### src/rtl/monobit_stream_if.sv
// Stream/result bundle for monobit_stream. The run-count outputs exist only
// when MONOBIT_STREAM_RUNS_EN is defined.
interface monobit_stream_if #(
  parameter int LOG2N = 7,
  parameter int FAILW = 8
);
  logic             start;
  logic             continuous;
  logic             clear;
  logic             bit_in;
  logic             bit_valid;
  logic             ready;
  logic             result_valid;
  logic             pass;
  logic [LOG2N:0]   sum_abs;
  logic [LOG2N:0]   ones_cnt;
  logic [FAILW-1:0] fail_cnt;
  logic             busy;
`ifdef MONOBIT_STREAM_RUNS_EN
  logic [LOG2N:0]   run_cnt;
  logic             runs_ok;

  modport master (
    output start, continuous, clear, bit_in, bit_valid,
    input  ready, result_valid, pass, sum_abs, ones_cnt, fail_cnt, busy, run_cnt, runs_ok
  );
  modport slave (
    input  start, continuous, clear, bit_in, bit_valid,
    output ready, result_valid, pass, sum_abs, ones_cnt, fail_cnt, busy, run_cnt, runs_ok
  );
`else
  modport master (
    output start, continuous, clear, bit_in, bit_valid,
    input  ready, result_valid, pass, sum_abs, ones_cnt, fail_cnt, busy
  );
  modport slave (
    input  start, continuous, clear, bit_in, bit_valid,
    output ready, result_valid, pass, sum_abs, ones_cnt, fail_cnt, busy
  );
`endif
endinterface

### src/rtl/monobit_stream.sv
// Streaming monobit (frequency) tester over windows of 2**LOG2N bits.
// Optional run-count prerequisite outputs are enabled by MONOBIT_STREAM_RUNS_EN.
module monobit_stream #(
  parameter int LOG2N  = 7,
  parameter int THRESH = 29,
  parameter int FAILW  = 8
) (
  input logic            clk,
  input logic            rst_n,
  monobit_stream_if.slave bus
);
  typedef enum logic [1:0] {IDLE = 2'd0, COLLECT = 2'd1, REPORT = 2'd2} state_t;

  localparam logic [LOG2N-1:0] LAST_IDX = {LOG2N{1'b1}};
  localparam logic [LOG2N:0]   HALF_N   = {2'b01, {(LOG2N-1){1'b0}}};
  localparam logic [LOG2N+1:0] N_EXT    = {2'b01, {LOG2N{1'b0}}};
  localparam logic [LOG2N+1:0] THR_EXT  = (LOG2N+2)'(THRESH);
  localparam logic [FAILW-1:0] FAIL_MAX = {FAILW{1'b1}};

  state_t             state_r, state_s;
  logic               mode_r, ready_r, busy_r, result_valid_r, pass_r;
  logic [LOG2N:0]     sum_abs_r, ones_cnt_r, ones_acc_r;
  logic [FAILW-1:0]   fail_cnt_r;
  logic [LOG2N-1:0]   bit_cnt_r;
  logic               accept_s, last_s, pass_s;
  logic [LOG2N:0]     ones_next_s, sum_abs_s;
  logic [LOG2N+1:0]   twice_s, diff_s;

  // Accept qualification and end-of-window statistics from the final count.
  always_comb begin
    accept_s    = bus.bit_valid && ready_r && !bus.clear;
    last_s      = accept_s && (bit_cnt_r == LAST_IDX);
    ones_next_s = ones_acc_r + {{LOG2N{1'b0}}, bus.bit_in};
    twice_s     = {ones_next_s, 1'b0};
    if (ones_next_s >= HALF_N) begin
      diff_s = twice_s - N_EXT;
    end else begin
      diff_s = N_EXT - twice_s;
    end
    sum_abs_s = diff_s[LOG2N:0];
    pass_s    = (diff_s <= THR_EXT);
  end

  // Next-state logic; clear overrides every transition.
  always_comb begin
    state_s = state_r;
    if (bus.clear) begin
      state_s = IDLE;
    end else begin
      case (state_r)
        IDLE:    state_s = bus.start ? COLLECT : IDLE;
        COLLECT: state_s = last_s ? REPORT : COLLECT;
        REPORT:  state_s = mode_r ? COLLECT : IDLE;
        default: state_s = IDLE;
      endcase
    end
  end

  // State register with registered ready/busy decodes.
  always_ff @(posedge clk or negedge rst_n) begin
    if (!rst_n) begin
      state_r <= IDLE;
      ready_r <= 1'b0;
      busy_r  <= 1'b0;
    end else begin
      state_r <= state_s;
      ready_r <= (state_s == COLLECT);
      busy_r  <= (state_s != IDLE);
    end
  end

  // Accumulators and results; results land on the edge accepting bit N so
  // result_valid is high throughout the REPORT cycle.
  always_ff @(posedge clk or negedge rst_n) begin
    if (!rst_n) begin
      mode_r         <= 1'b0;
      result_valid_r <= 1'b0;
      pass_r         <= 1'b0;
      sum_abs_r      <= '0;
      ones_cnt_r     <= '0;
      ones_acc_r     <= '0;
      fail_cnt_r     <= '0;
      bit_cnt_r      <= '0;
    end else if (bus.clear) begin
      mode_r         <= 1'b0;
      result_valid_r <= 1'b0;
      pass_r         <= 1'b0;
      sum_abs_r      <= '0;
      ones_cnt_r     <= '0;
      ones_acc_r     <= '0;
      fail_cnt_r     <= '0;
      bit_cnt_r      <= '0;
    end else begin
      result_valid_r <= 1'b0;
      if (state_r == IDLE && bus.start) begin
        mode_r <= bus.continuous;
      end
      if (accept_s) begin
        bit_cnt_r <= bit_cnt_r + {{(LOG2N-1){1'b0}}, 1'b1};
        if (last_s) begin
          result_valid_r <= 1'b1;
          ones_cnt_r     <= ones_next_s;
          sum_abs_r      <= sum_abs_s;
          pass_r         <= pass_s;
          ones_acc_r     <= '0;
          if (!pass_s && fail_cnt_r != FAIL_MAX) begin
            fail_cnt_r <= fail_cnt_r + {{(FAILW-1){1'b0}}, 1'b1};
          end
        end else begin
          ones_acc_r <= ones_next_s;
        end
      end
    end
  end

  assign bus.ready        = ready_r;
  assign bus.busy         = busy_r;
  assign bus.result_valid = result_valid_r;
  assign bus.pass         = pass_r;
  assign bus.sum_abs      = sum_abs_r;
  assign bus.ones_cnt     = ones_cnt_r;
  assign bus.fail_cnt     = fail_cnt_r;

`ifdef MONOBIT_STREAM_RUNS_EN
  localparam int             RUN_SH    = LOG2N - (LOG2N / 2 + 1);
  localparam logic [LOG2N:0] RUN_BOUND = {{LOG2N{1'b0}}, 1'b1} << RUN_SH;

  logic           prev_r, runs_ok_r;
  logic [LOG2N:0] runs_acc_r, run_cnt_r, runs_next_s, dev_s;
  logic           runs_ok_s;

  // Running run count (first bit of a window opens run 1) and balance check.
  always_comb begin
    if (bit_cnt_r == {LOG2N{1'b0}}) begin
      runs_next_s = {{LOG2N{1'b0}}, 1'b1};
    end else begin
      runs_next_s = runs_acc_r + {{LOG2N{1'b0}}, (bus.bit_in ^ prev_r)};
    end
    if (ones_next_s >= HALF_N) begin
      dev_s = ones_next_s - HALF_N;
    end else begin
      dev_s = HALF_N - ones_next_s;
    end
    runs_ok_s = (dev_s < RUN_BOUND);
  end

  // Run-count registers, cleared at each window start.
  always_ff @(posedge clk or negedge rst_n) begin
    if (!rst_n) begin
      prev_r     <= 1'b0;
      runs_acc_r <= '0;
      run_cnt_r  <= '0;
      runs_ok_r  <= 1'b0;
    end else if (bus.clear) begin
      prev_r     <= 1'b0;
      runs_acc_r <= '0;
      run_cnt_r  <= '0;
      runs_ok_r  <= 1'b0;
    end else if (accept_s) begin
      if (last_s) begin
        prev_r     <= 1'b0;
        runs_acc_r <= '0;
        run_cnt_r  <= runs_next_s;
        runs_ok_r  <= runs_ok_s;
      end else begin
        prev_r     <= bus.bit_in;
        runs_acc_r <= runs_next_s;
      end
    end
  end

  assign bus.run_cnt = run_cnt_r;
  assign bus.runs_ok = runs_ok_r;
`endif
endmodule

### src/flat_wrapper.sv
// flat-port wrapper written by rule: the top's interface ports become plain ports
module monobit_stream_flat 
#(
  parameter int LOG2N  = 7,
  parameter int THRESH = 29,
  parameter int FAILW  = 8
)
  (clk, rst_n, bus_start, bus_continuous, bus_clear, bus_bit_in, bus_bit_valid, bus_ready, bus_result_valid, bus_pass, bus_sum_abs, bus_ones_cnt, bus_fail_cnt, bus_busy);
  monobit_stream_if #(.LOG2N(LOG2N), .FAILW(FAILW)) bus_i ();
  input logic clk;
  input logic rst_n;
  input wire logic [$bits(bus_i.start)-1:0] bus_start;
  input wire logic [$bits(bus_i.continuous)-1:0] bus_continuous;
  input wire logic [$bits(bus_i.clear)-1:0] bus_clear;
  input wire logic [$bits(bus_i.bit_in)-1:0] bus_bit_in;
  input wire logic [$bits(bus_i.bit_valid)-1:0] bus_bit_valid;
  output wire logic [$bits(bus_i.ready)-1:0] bus_ready;
  output wire logic [$bits(bus_i.result_valid)-1:0] bus_result_valid;
  output wire logic [$bits(bus_i.pass)-1:0] bus_pass;
  output wire logic [$bits(bus_i.sum_abs)-1:0] bus_sum_abs;
  output wire logic [$bits(bus_i.ones_cnt)-1:0] bus_ones_cnt;
  output wire logic [$bits(bus_i.fail_cnt)-1:0] bus_fail_cnt;
  output wire logic [$bits(bus_i.busy)-1:0] bus_busy;
  assign bus_i.start = bus_start;
  assign bus_i.continuous = bus_continuous;
  assign bus_i.clear = bus_clear;
  assign bus_i.bit_in = bus_bit_in;
  assign bus_i.bit_valid = bus_bit_valid;
  assign bus_ready = bus_i.ready;
  assign bus_result_valid = bus_i.result_valid;
  assign bus_pass = bus_i.pass;
  assign bus_sum_abs = bus_i.sum_abs;
  assign bus_ones_cnt = bus_i.ones_cnt;
  assign bus_fail_cnt = bus_i.fail_cnt;
  assign bus_busy = bus_i.busy;
  monobit_stream #(.LOG2N(LOG2N), .THRESH(THRESH), .FAILW(FAILW)) u_core (.clk(clk), .rst_n(rst_n), .bus(bus_i));
endmodule
### config.mk
export PLATFORM = sky130hd
export DESIGN_NAME = monobit_stream_flat
export DESIGN_NICKNAME = d
export VERILOG_FILES = /design/src/rtl/monobit_stream_if.sv /design/src/rtl/monobit_stream.sv /design/src/flat_wrapper.sv
export SDC_FILE = /design/constraint.sdc
export NUM_CORES = 1
export LEC_CHECK = 0
export CAP_MARGIN = 20
export CORE_MARGIN = 5
export CORE_UTILIZATION = 29
export CTS_CLUSTER_SIZE = 14
export DETAILED_ROUTE_END_ITERATION = 8
export PLACE_DENSITY = 0.46
export SLEW_MARGIN = 20
export SYNTH_ARGS = -nofsm -noshare
export SYNTH_HDL_FRONTEND = slang
export SYNTH_SLANG_ARGS = --single-unit
### constraint.sdc
create_clock -name clk -period 4.1 [get_ports clk]
set_input_delay 1.025 -clock clk [delete_from_list [all_inputs] [get_ports clk]]
set_output_delay 1.025 -clock clk [all_outputs]
set_load 0.01 [all_outputs]
==> run_results.csv <==
group,metric,value,unit
finish,nNetsFinal,324,
drt,drt_first_pass_iters,4,
drt,drt.antenna.violating_nets,0,
logic_synthesis,synth-seq-cells,44,
clock_tree,clk_latency,0.29,ns
sta,final.setup.tns,0,ns
power,cellLeakagePower,1.25,nW
logic_synthesis,syn-num-nets,294,
global_routing,grt_max_degree,45,
global_routing,antenna_found_initial,0,
sta,rsz0062_at_grt,"false",
setup_path,max_stage_delay,0.43,ns
drt,routed_via_density,4.89,
logic_synthesis,synth_flop_cell,"dfrtp_1",
finish,fill_cells,903,
setup_path,required,4.28,ns
drt,route.detailed.wl_per_inst,14.8,um
clock_tree,cts_hold_buf,0,
floorplanning,core_area,8680,um2
logic_synthesis,ys.warnings.count,0,
sta,setup_viol,0,
sta,skew,0.00594,ns
clock_tree,cts_resized,0,
finish,multi_input_area,1380,um2
sta,tightest_slew,0.755,ns
logic_synthesis,synth_cell_types,50,
global_routing,grt_pass1_vias,2049,
clock_tree,cts.sinks,44,
setup_path,cp_slowest_cell,"clkdlybuf4s50_1",
clock_tree,numCtsBuffers,5,
global_routing,grt_pass1_wl,10.7,mm
placed_design,port_buffers,33,
setup_path,cp_max_fo,8,
finish,diodes,0,
drt,drt_iter0_drc,101,
floorplanning,die_h,104,um
finish,area_delta_synth_final,21.2,%
clock_tree,postCtsSetupBuffers,0,
logic_synthesis,seq_area_frac_synth,0.427,
floorplanning,initial_core_util,0.297,
sta,period_minus_slack,3.76,ns
logic_synthesis,synth_enable_flop_cells,0,
setup_path,crit_type,"in -> reg",
min_path,hp-class,"reg -> reg",
clock_tree,cts-root-buf,"clkbuf_8",
global_routing,grt_usage,0.119,
setup_path,path_cells,"clkdlybuf4s50_1 > ha_1 > xnor2_1 > ha_1 > and4_2 > a32o_1 > and2_1 > a32oi_1 > nand3_4 > a211oi_1 > mux2_1",
placed_design,dp_cells,413,
placed_design,dpl.hpwl,4.53,mm
sta,fmax,0.266,GHz
clock_tree,htree_levels,2,
run_status,status,"finished, final reports clean",
logic_synthesis,syn_inst,282,
clock_tree,tritoncts,"done",
logic_synthesis,syn_area,2580,um2
floorplanning,io_pins,35,
clock_tree,cts.clk_slew.worst_paths,0.08,ns
drt,num_vias,2057,
clock_tree,clk_path_buf_depth,2,
logic_synthesis,synth.avg_cell_area,9.14,um2
setup_path,cpMostUsedCell,"ha_1",
global_routing,grt_overflow_total,0,
sta,maxSlewHeadroom,0.497,
floorplanning,fp-row-count,34,
setup_path,worst_setup_path_start_kind,"input port",
setup_path,endpoint_kind,"flop",
drt,drc_errors,0,
finish,layout-drive-gt1-share,0.0958,
power,peakVddDrop,103,uV
finish,seq_area,1100,um2
sta,finalMaxSlewViolations,0,
floorplanning,dieWidth,104,um
floorplanning,die_area,10900,um2
sta,period_share,0.918,
sta,final_hold_viol_count,0,
finish,final_cell_count_no_fill,421,
logic_synthesis,synthArstFlopShare,1.00,
setup_path,crit_arrival,3.94,ns
run,cap_violations,0,
placed_design,gp_congestion,0.837,
power,powerDensity,276,nW/um2
drt,totalWireLength,6.25,mm
## layout make-up
class	instances	share of cell area
Timing Repair Buffer	42	0.127
Clock inverter	2	0.0112
Sequential cell	44	0.352
Inverter	3	0.00360
Clock buffer	6	0.0232
Tap cell	108	0.0432
Multi-Input combinational cell	216	0.440
## placed cells by master (no fill, tap or decap), drive strengths merged, types with 2 or more instances in the layout
cell type and count:
and4 3, and3 6, nand4 6, dfrtp 44, a21oi 17, clkdlybuf4s50 32
ha 5, a211oi 12, nand2b 3, nand3 19, o2111ai 2, mux2i 2
nand3b 2, nand2 29, mux2 6, o21ai 11, xor2 8, nor3 2
inv 3, nor2b 7, buf 10, o22ai 2, clkbuf 6, and2 3
o31ai 2, nor2 39, or4b 2, xnor2 14, nor4b 2
## flip-flops by register name, indices dropped and copies added (netlist names)
name and count:
u_core.state_r 2, u_core.bus.result_valid 1, u_core.bus.ready 1, u_core.bit_cnt_r 7
u_core.bus.busy 1, u_core.bus.fail_cnt 8, u_core.bus.ones_cnt 8, u_core.bus.pass 1
u_core.ones_acc_r 8, u_core.mode_r 1, u_core.bus.sum_abs 6
## synth_stat cells, types with 2 or more instances
cell type,number,area [um2]
a211oi_1,12,90.1
a21oi_1,16,80.1
and2_1,2,12.5
and3_1,6,37.5
and4_2,2,20.0
buf_2,5,25.0
buf_4,3,22.5
clkbuf_1,9,33.8
dfrtp_1,44,1100
ha_1,5,62.6
inv_1,3,11.3
mux2_1,5,56.3
mux2i_1,2,20.0
nand2_1,29,109
nand2b_1,3,18.8
nand3_1,18,90.1
nand3b_1,2,15.0
nand4_1,5,31.3
nor2_1,38,143
nor2b_1,7,43.8
nor3_1,2,10.0
nor4b_1,2,17.5
o2111ai_1,2,17.5
o21ai_0,11,55.1
o22ai_1,2,12.5
o31ai_1,2,15.0
or4b_4,2,27.5
xnor2_1,14,123
xor2_1,8,70.1
## kinds of logic (layout without fill, tap and decap cells)
| group | after synthesis | count (layout) | synth area share |
|---|---|---|---|
| other | 1 | 1 | 0.00145 |
| and+or+nand+nor | 126 | 126 | 0.257 |
| DFF | 44 | 44 | 0.427 |
| AOI/OAI and AO/OA | 54 | 54 | 0.138 |
| muxes | 8 | 8 | 0.0354 |
| xor gates and xnor gates | 22 | 22 | 0.0747 |
| adders and majority gates | 5 | 5 | 0.0243 |
| buffers and inverters | 22 | 53 | 0.0417 |
## worst paths after layout
path | from | endpoint | slack [ns] | cells past startpoint
worst min-delay path | u_core.state_r[1]$_DFF_PN0_ | u_core.state_r[1]$_DFF_PN0_ | 0.51 | 1
worst max register to register | u_core.ones_acc_r[0]$_DFFE_PN0P_ | u_core.bus.fail_cnt[4]$_DFFE_PN0P_ | 1.12 | 10
max in group asynchronous | rst_n | u_core.bit_cnt_r[5]$_DFFE_PN0P_ | 2.98 | 1
worst min register to register | u_core.state_r[1]$_DFF_PN0_ | u_core.state_r[1]$_DFF_PN0_ | 0.51 | 1
min in group asynchronous | rst_n | u_core.ones_acc_r[0]$_DFFE_PN0P_ | 0.72 | 1
worst max-delay path | bus_bit_in | u_core.bus.fail_cnt[4]$_DFFE_PN0P_ | 0.34 | 11
## power by group
group | internal (W) | switching [W] | leakage, nW
logic | 0.0000329 | 0.0000539 | 0.589
registers | 0.000438 | 0.00000391 | 0.609
clock network | 0.000181 | 0.000154 | 0.0552
total | 0.000652 | 0.000212 | 1.25
## critical path: cells and delay by family
kind | cells | cell delay (ns)
AOI/OAI and AO/OA | 3 | 0.90
and+or+nand+nor | 3 | 0.61
adders and majority gates | 2 | 0.47
buffers and inverters | 1 | 0.43
muxes | 1 | 0.35
xor gates and xnor gates | 1 | 0.15
## routing by layer
| layer | routed length (um) | up-vias | share of wire | track usage |
|---|---|---|---|---|
| met5 | 0 | - | 0 | 0 |
| met4 | 61 | 0 | 0.0098 | 0.0361 |
| met3 | 141 | 6 | 0.023 | 0.0255 |
| met2 | 2830 | 22 | 0.45 | 0.180 |
| met1 | 3210 | 976 | 0.51 | 0.169 |
| li1 | - | 1053 | - | - |
## stage by stage
| stage | power [W] | hold WS, ns | utilization | setup slack [ns] | cell area [um2] |
|---|---|---|---|---|---|
| 3_5_place_dp | 0.000539 | 0.497 | 0.347 | 0.0347 | 3020 |
| 2_1_floorplan | 0.000503 | 0.465 | - | 0.493 | 2580 |
| 4_1_cts | 0.000881 | 0.510 | 0.360 | 0.344 | 3120 |
| 5_1_grt | 0.000905 | 0.539 | 0.360 | 0.142 | 3130 |
| 3_3_place_gp | 0.000539 | 0.506 | 0.347 | 0.0806 | 3020 |
| 6_report | 0.000863 | 0.506 | 0.360 | 0.337 | 3130 |
Power figures use the tool's default switching activity.
